$ cat config.mk
export PLATFORM = sky130hd
export DESIGN_NAME = seq_divider12
export DESIGN_NICKNAME = d
export VERILOG_FILES = /design/src/rtl/seq_divider12_pkg.sv /design/src/rtl/rbs7.sv /design/src/rtl/seq_divider12.sv
export SDC_FILE = /design/constraint.sdc
export NUM_CORES = 1
export LEC_CHECK = 0
export CAP_MARGIN = 20
export CORE_UTILIZATION = 58
export CTS_BUF_LIST = sky130_fd_sc_hd__clkbuf_2 sky130_fd_sc_hd__clkbuf_4 sky130_fd_sc_hd__clkbuf_8
export DETAILED_ROUTE_END_ITERATION = 8
export PLACE_DENSITY = 0.85
export SLEW_MARGIN = 0
export SYNTH_ARGS = -nofsm -noshare
export SYNTH_HDL_FRONTEND = slang
export SYNTH_SLANG_ARGS = --single-unit
$ cat constraint.sdc
create_clock -name clk -period 5.67 [get_ports clk]
set_input_delay 0.8505 -clock clk [delete_from_list [all_inputs] [get_ports clk]]
set_output_delay 0.8505 -clock clk [all_outputs]
set_load 0.01 [all_outputs]
$ cat src/rtl/seq_divider12_pkg.sv
// Shared definitions for the sequential restoring divider: widths, count size and FSM encoding.
package seq_divider12_pkg;

  localparam int N_W_DEF = 12;
  localparam int D_W_DEF = 6;
  localparam int CNT_W   = $clog2(N_W_DEF);

  typedef enum logic [1:0] {
    IDLE = 2'd0,
    RUN  = 2'd1,
    FIN  = 2'd2
  } state_e;

endpackage

$ cat src/rtl/rbs7.sv
// 7-bit ripple-borrow subtractor, r = a - b, built from a chain of full-subtractor cells.
module rbs7 (
  input  logic [6:0] a,
  input  logic [6:0] b,
  output logic [6:0] r,
  output logic       borrow_out
);

  logic [7:0] bw;

  assign bw[0] = 1'b0;

  for (genvar i = 0; i < 7; i++) begin : g_fs
    assign r[i]     = a[i] ^ b[i] ^ bw[i];
    assign bw[i+1]  = (~a[i] & b[i]) | (~(a[i] ^ b[i]) & bw[i]);
  end

  assign borrow_out = bw[7];

endmodule

$ cat src/rtl/seq_divider12.sv
// Sequential restoring divider: 12-bit dividend / 6-bit divisor, one quotient bit per clock.
// state | meaning
// IDLE  | waiting for start; results held
// RUN   | one shift/subtract iteration per clock, N_W iterations
// FIN   | done pulse; results valid from this cycle on
module seq_divider12
  import seq_divider12_pkg::*;
#(
  parameter int N_W = N_W_DEF,
  parameter int D_W = D_W_DEF
) (
  input  logic           clk,
  input  logic           rst_n,
  input  logic           start,
  input  logic [N_W-1:0] dividend,
  input  logic [D_W-1:0] divisor,
  output logic           busy,
  output logic           done,
  output logic           div_by_zero,
  output logic [N_W-1:0] quotient,
  output logic [D_W-1:0] remainder
);

  state_e           state_q, state_d;
  logic [N_W-1:0]   q_q, q_d;
  logic [D_W-1:0]   d_q, d_d;
  logic [D_W:0]     p_q, p_d;
  logic [CNT_W-1:0] cnt_q, cnt_d;
  logic [N_W-1:0]   quo_q, quo_d;
  logic [D_W-1:0]   rem_q, rem_d;
  logic             dbz_q, dbz_d;

  logic [D_W+1:0]   sh;
  logic [D_W:0]     t;
  logic             borrow;
  logic             ge;
  logic [D_W:0]     p_nxt;
  logic [N_W-1:0]   q_nxt;

  assign sh = {p_q, q_q[N_W-1]};

  rbs7 u_sub (
    .a          (sh[D_W:0]),
    .b          ({1'b0, d_q}),
    .r          (t),
    .borrow_out (borrow)
  );

  // A set bit above the subtractor width means the shifted value already exceeds d.
  assign ge    = sh[D_W+1] | ~borrow;
  assign p_nxt = ge ? t : sh[D_W:0];
  assign q_nxt = {q_q[N_W-2:0], ge};

  always_ff @(posedge clk or negedge rst_n) begin
    if (!rst_n) begin
      state_q <= IDLE;
      q_q     <= '0;
      d_q     <= '0;
      p_q     <= '0;
      cnt_q   <= '0;
      quo_q   <= '0;
      rem_q   <= '0;
      dbz_q   <= 1'b0;
    end else begin
      state_q <= state_d;
      q_q     <= q_d;
      d_q     <= d_d;
      p_q     <= p_d;
      cnt_q   <= cnt_d;
      quo_q   <= quo_d;
      rem_q   <= rem_d;
      dbz_q   <= dbz_d;
    end
  end

  always_comb begin
    state_d = state_q;
    q_d     = q_q;
    d_d     = d_q;
    p_d     = p_q;
    cnt_d   = cnt_q;
    quo_d   = quo_q;
    rem_d   = rem_q;
    dbz_d   = dbz_q;
    unique case (state_q)
      IDLE: begin
        if (start) begin
          q_d   = dividend;
          d_d   = divisor;
          p_d   = '0;
          cnt_d = '0;
          if (divisor == '0) begin
            state_d = FIN;
            quo_d   = '1;
            rem_d   = dividend[D_W-1:0];
            dbz_d   = 1'b1;
          end else begin
            state_d = RUN;
          end
        end
      end
      RUN: begin
        p_d   = p_nxt;
        q_d   = q_nxt;
        cnt_d = cnt_q + 1'b1;
        if (cnt_q == CNT_W'(N_W - 1)) begin
          state_d = FIN;
          quo_d   = q_nxt;
          rem_d   = p_nxt[D_W-1:0];
          dbz_d   = 1'b0;
        end
      end
      FIN:     state_d = IDLE;
      default: state_d = IDLE;
    endcase
  end

  assign busy        = (state_q != IDLE);
  assign done        = (state_q == FIN);
  assign div_by_zero = dbz_q;
  assign quotient    = quo_q;
  assign remainder   = rem_q;

endmodule
==> After elaboration in Yosys (flattened, before gate mapping) <==
Cells that the tools add are included.
{ "op_classes": {"bitwise_logic": 43, "muxes": 23, "n_addsub": 1, "eq_ne": 6, "reduce_logical": 8} }
{ "op_table": {"columns": ["operator", "n"], "rows": [
  ["12-bit 2-to-1 mux", 4],
  ["12-bit case mux with 2 select lines", 2],
  ["6-bit 2-to-1 mux", 3],
  ["7-bit 2-to-1 mux", 2],
  ["7-bit case mux with 2 select lines", 1],
  ["1-bit inverter", 13],
  ["1-bit AND", 12],
  ["6-bit case mux with 2 select lines", 1],
  ["1-bit XOR", 12],
  ["4-bit case mux with 2 select lines", 1],
  ["6-bit logical NOT", 1],
  ["2-bit 2-to-1 mux", 3],
  ["2-bit != test, second input constant", 3],
  ["1-bit OR", 6],
  ["2-bit AND reduction", 3],
  ["4-bit by 1-bit adder with 4-bit output, second input constant", 1],
  ["4-bit == test, second input constant", 1],
  ["4-bit 2-to-1 mux", 1],
  ["2-bit case mux with 2 select lines", 1],
  ["4-bit AND reduction", 1],
  ["2-bit nonzero test", 2],
  ["1-bit 2-to-1 mux", 3],
  ["2-bit by 1-bit == test with 1-bit output, second input constant", 1],
  ["2-bit == test, second input constant", 1],
  ["2 further kinds", 2]
]} }
{ "totals": {"wordCells": 89, "output_inout_bits": 21, "register_bits": 50, "in_bits": 21} }

==> Logic depth before layout (Yosys ltp) <==
{ "logic_depth": {"depth_word": 18, "ltp_mapped": 15, "ltp_nobuf": 14} }

==> Modules after synthesis <==
Synthesis repeated with hierarchy kept, for this count alone.
{ "unflattened": {"hier_cells": 233, "area_unflattened_um2": 2383.5} }
{ "by_module_without_submodules": {"columns": ["mod", "n_inst", "area_per_inst_um2", "cells_each", "seq_area_each_um2"], "rows": [
  ["seq_divider12", 1, 2190.9, 210, 1251.2],
  ["rbs7", 1, 192.7, 23, 0.0]
]} }

==> Worst setup path after synthesis <==
Ideal clock, no wire load.
{ "synth_timing": {"kind": "reg2reg", "start": "reg q_q[11]", "end": "reg rem_q[2] (netlist: remainder[2])", "path_buffers": 1, "t_required_ns": 5.545, "period_less_slack_ns": 3.525, "path_slack_ns": 2.145, "arrival_time_ns": 3.400, "setup_ns": 0.125, "path_stages_with_launch": 16, "path_cell_list": "dfrtp_1 > inv_1 > ha_1 > inv_1 > fa_1 > fa_1 > fa_1 > fa_1 > inv_1 > fa_1 > ha_1 > nor2b_1 > clkbuf_1 > mux2i_1 > o21ai_0 > mux2_4"} }
{ "synth_via": {"elab_chain_cells": 18, "elab_cells_between_ends": 19, "classes_between": "mux (3); bitwise (16)"} }
{ "synth_rtl": {"columns": ["element", "line_no", "source"], "rows": [
  ["start: declaration", "seq_divider12.sv:25", "logic [N_W-1:0] q_q, q_d;"],
  ["start signal: assignment", "seq_divider12.sv:66", "q_q <= q_d;"],
  ["1-bit inverter (*)", "rbs7.sv:15", "assign bw[i+1] = (~a[i] & b[i]) | (~(a[i] ^ b[i]) & bw[i]);"],
  ["1-bit AND (*) (2 in a row)", "rbs7.sv:15", null],
  ["1-bit OR (*)", "rbs7.sv:15", null],
  ["1-bit AND", "rbs7.sv:15", null],
  ["1-bit OR", "rbs7.sv:15", null],
  ["1-bit AND", "rbs7.sv:15", null],
  ["1-bit OR", "rbs7.sv:15", null],
  ["1-bit AND", "rbs7.sv:15", null],
  ["1-bit OR", "rbs7.sv:15", null],
  ["1-bit AND", "rbs7.sv:15", null],
  ["1-bit OR", "rbs7.sv:15", null],
  ["1-bit AND", "rbs7.sv:15", null],
  ["1-bit inverter", "seq_divider12.sv:50", "assign ge = sh[D_W+1] | ~borrow;"],
  ["1-bit OR", "seq_divider12.sv:50", null],
  ["7-bit 2-to-1 mux (*)", "seq_divider12.sv:51", "assign p_nxt = ge ? t : sh[D_W:0];"],
  ["6-bit 2-to-1 mux (*)", "seq_divider12.sv:106", "if (cnt_q == CNT_W'(N_W - 1)) begin"],
  ["6-bit case mux with 2 select lines (*)", "seq_divider12.sv:85", "unique case (state_q)"],
  ["end signal: assignment", "seq_divider12.sv:71", "rem_q <= rem_d;"],
  ["end: declaration", "seq_divider12.sv:30", "logic [D_W-1:0] rem_q, rem_d;"]
]} }
Every way passes the cells marked *; elsewhere a longest branch is shown, timed or not. The select of a mux whose other input is x is not followed.
A chain may end at the register's enable or synchronous reset.

==> Worst setup path after layout <==
Same ends and word-level chain as after synthesis.

==> impl.org <==
** Outcome
- The flow ran to the end, and the final reports show no timing, DRC or antenna violations.

** Layout
- # nets final :: 290
- Relative to the synthesized area, the layout overhead comes to 23.1%.
- Util after Layout :: 77.2%
- Multi-input gate area in the final layout :: 997 µm²
- Layout cell share with drive strength beyond 1 :: 13.4%
- Area used by sequential logic in the layout :: 1250 µm²
- The top cell types in the final layout, fill and taps aside, are dfrtp_1, clkdlybuf4s50_1, nand2_1.
- Number of antenna diodes :: 0
- Leaving out fill and tap cells, the most frequent cell in the layout is dfrtp_1.
- Fill count :: 258

** Timing
- Setup skew after layout :: 0.00544 ns
- Setup violations remaining at the end of the flow were counted as 0.
- Summed over all failing endpoints, the final setup total negative slack is 0 ns.
- The smallest clock period supported by the final layout is computed as 3.91 ns.
- For the pin with the worst max-slew slack, the measured transition is 1.08 ns.
- Normalized max-slew margin :: 27.6%
- Based on the critical path, the design can be clocked at up to 255 MHz.
- Of the available clock period, the critical path in the final layout requires 69.0%.
- The final number of hold-violating endpoints was 0.
- The count of final max-slew check failures was 0.
- Setup repair after global routing missed its margin :: no
- Setup ws final :: 1.76 ns

** Global route
- Summed over all layers, the global routing overflow is 0.
- Number of antenna violations at the first check in global routing :: 0
- Global routing consumed, over all layers together, 25.8% of the routing resources.
- Entering global routing, the biggest net connects 51 pins.
- The first global-routing pass estimated 8220 µm of wire.
- Via count of the first global-routing pass :: 1726

** Pwr
- IR drop worst, VDD :: 0.000320 V
- Static leakage :: 0.00122 µW
- In this run the power density over the cells is 588 nW/µm².

** Floorplanning
- Die Span X :: 66.1 µm
- For this configuration, the core starts out at a cell density of 62.7%.
- The initialized floorplan defines 22 standard-cell rows.
- Die Y :: 66.1 µm
- 42 I/O pins were placed.
- Die ar. :: 4370 µm²
- In this run the standard cell core region covers 3800 µm².

** Worst setup path
- The worst setup path is launched from a register.
- Crit path depth :: 14
- Critical path buffers and inverters :: 3
- Critical path capture point :: remainder[2]$_DFFE_PN0P_
- For flop-to-flop paths, the worst setup slack is 1.76 ns.
- Startpoint of the most critical setup path :: q_q[11]$_DFFE_PN0P_
- Crit path top cell by count :: fa_1
- Crit path largest cell delay :: 0.47 ns
- The worst setup path is captured at a register.
- The endpoint identified for the worst register-to-register timing path is remainder[2]$_DFFE_PN0P_.
- Category of the most critical setup path :: register to register
- Counting cells, the worst reg-to-reg path comes to 14.
- Delay-heaviest family, CP :: adder cells
- Sequence of cells on the critical path :: inv_1, ha_1, inv_1, fa_1, fa_1, fa_1, fa_1, inv_1, fa_1, ha_1, nor2b_1, mux2i_1, o21ai_0, mux2_4
- The worst register-to-register path begins at q_q[11]$_DFFE_PN0P_.
- STA puts the critical path data required time at 5.87 ns.
- Largest driver fanout on the critical path :: 5
- On the critical path, the stage with the largest delay is an instance of nor2b_1.
- Data on the critical path arrives at its endpoint at 4.11 ns.

** Yosys
- After synthesis, the largest area contributor takes up 52.5% of total cell area.
- Synthesized net count :: 253
- Synth area leaders :: dfrtp_1, nand2_1, o22a_2, fa_1, o21ai_0
- Ys Warns :: 0
- Each instance of the synthesized netlist takes up on average 10.6 µm².
- Sequential element share of the synthesized area :: 52.5%
- Cell accounting for the most synthesized area :: dfrtp_1
- Number of synthesized flops with an enable pin :: 0
- For this run, asynchronously set or reset flops after synthesis account for 100%.
- Number of library cell types mapped by synthesis :: 33
- The mapped netlist covers 2380 µm².
- Synthesis produced a netlist whose cell count is 224.
- In this run, synthesis produced a sequential element count of 50.
- Among all flip-flop cells after synthesis, the most frequent one is dfrtp_1.

** CTS
- Counting every sink on the clock net gives 50.
- CTS hold repair buffers :: 0
- Post-CTS timing repair inserted 0 buffers for setup.
- After clock tree synthesis, the clock-pin slew on the worst setup and hold paths is 0.09 ns.
- In this run the deepest clock path goes through 2 buffers.
- The clock reaches the later pin of the worst-skew pair after 0.31 ns.
- The clock tree synthesis step divided the H-tree into 2 levels.
- Number of buffers created by CTS :: 5
- TritonCTS clock tree :: built
- Number of gates resized after CTS :: 0
- CTS Root Cell :: clkbuf_8

** Placed design
- Port Buffer Count :: 41
- Total half-perimeter wirelength after legalization and detailed placement :: 3360 µm
- Before CTS, the worst setup slack after placement is 1.83 ns.
- At the end of routability-driven placement, the weighted congestion stood at 0.775.

** Drt
- Summed over all layers, the routed wires come to 4910 µm.
- The first detailed-routing pass took 4 iterations.
- Avg Vias per Cell :: 5.74
- The final route contains 1779 vias.
- DRT iter0 DRCs :: 168
- The detail route stage leaves a number of antenna-violating nets equal to 0.
- Mean routed wirelength per cell :: 15.8 µm
- For this run, design rule violations remaining after detail routing come to 0.

** Run
- Number of maximum-capacitance violations :: 0

** Min path
- Type of the tightest min-delay check :: input pin to async pin
-- kinds of logic after synthesis --
| group | synth area share (%) |
|---|---|
| buffers and inverters | 5.62 |
| flip-flops | 52.5 |
| AND/OR/NAND/NOR | 15.3 |
| multiplexers | 5.46 |
| adder cells (fa/ha/maj) | 5.78 |
| AO/OA/AOI/OAI | 15.3 |
-- power by group --
| group | switching, µW | internal [µW] | total (µW) |
|---|---|---|---|
| registers | 121 | 512 | 633 |
| logic | 412 | 374 | 785 |
| clock network | 118 | 188 | 306 |
-- worst reg2reg max path, delay by kind of cell (launching register included) --
family,cells,cell delay (ns)
adder cells (fa/ha/maj),7,2.04
AO/OA/AOI/OAI,1,0.13
flip-flops,1,0.40
AND/OR/NAND/NOR,1,0.47
buffers and inverters,3,0.19
multiplexers,2,0.56
-- worst min-delay path by stage --
| stage | to | slack [ns] | start |
|---|---|---|---|
| 2_1_floorplan | d_q[0]$_DFFE_PN0P_ | 0.45 | d_q[0]$_DFFE_PN0P_ |
| 3_3_place_gp | d_q[0]$_DFFE_PN0P_ | 0.47 | d_q[0]$_DFFE_PN0P_ |
| 3_5_place_dp | d_q[0]$_DFFE_PN0P_ | 0.47 | d_q[0]$_DFFE_PN0P_ |
| 4_1_cts | cnt_q[3]$_DFFE_PN0P_ | 0.50 | cnt_q[3]$_DFFE_PN0P_ |
| 5_1_grt | state_q[0]$_DFFE_PN0P_ | 0.45 | rst_n |
| 6_report | d_q[1]$_DFFE_PN0P_ | 0.43 | rst_n |
-- synthesized netlist by cell type (all sizes together), types with 3 or more instances --
| cell | n |
|---|---|
| dfrtp | 50 |
| nand2 | 34 |
| nor2 | 21 |
| o21ai | 19 |
| inv | 13 |
| o22a | 11 |
| clkbuf | 9 |
| a31oi | 8 |
| mux2i | 7 |
| nand3 | 7 |
| fa | 5 |
| o22ai | 5 |
| a21oi | 4 |
| buf | 4 |
| mux2 | 4 |
| ha | 3 |
| nor3b | 3 |
-- metal layers --
layer	track usage [%]	vias to the layer above	part of all wire (%)
met5	0	-	0
met4	10.6	0	1.7
met3	4.83	8	4.0
met2	39.9	57	47
met1	35.8	872	47
li1	-	842	-
-- registers in the layout (all words and copies together) (netlist names) --
name / count
remainder: 6
p_q: 7
q_q: 12
state_q: 2
div_by_zero: 1
cnt_q: 4
d_q: 6
quotient: 12
-- area by class of cell --
type                       instances  area share, %
tap                               48           2.05
sequential                        50           42.7
timing repair buffer              43           14.8
clock buffer                       6           2.82
multi-input combinational        148           34.0
inverter                          13           1.66
clock inverter                     2           2.05
-- stage by stage --
step | instances | hold slack, ns | cell area, µm² | total power (µW)
global placement | 301 | 0.469 | 2770 | 1390
floorplan | 224 | 0.450 | 2380 | 1180
CTS | 309 | 0.498 | 2910 | 1730
global route | 310 | 0.447 | 2930 | 1870
finish | 310 | 0.427 | 2930 | 1720
detailed placement | 301 | 0.474 | 2770 | 1420
No activity file was read; power rests on OpenSTA's default activity.
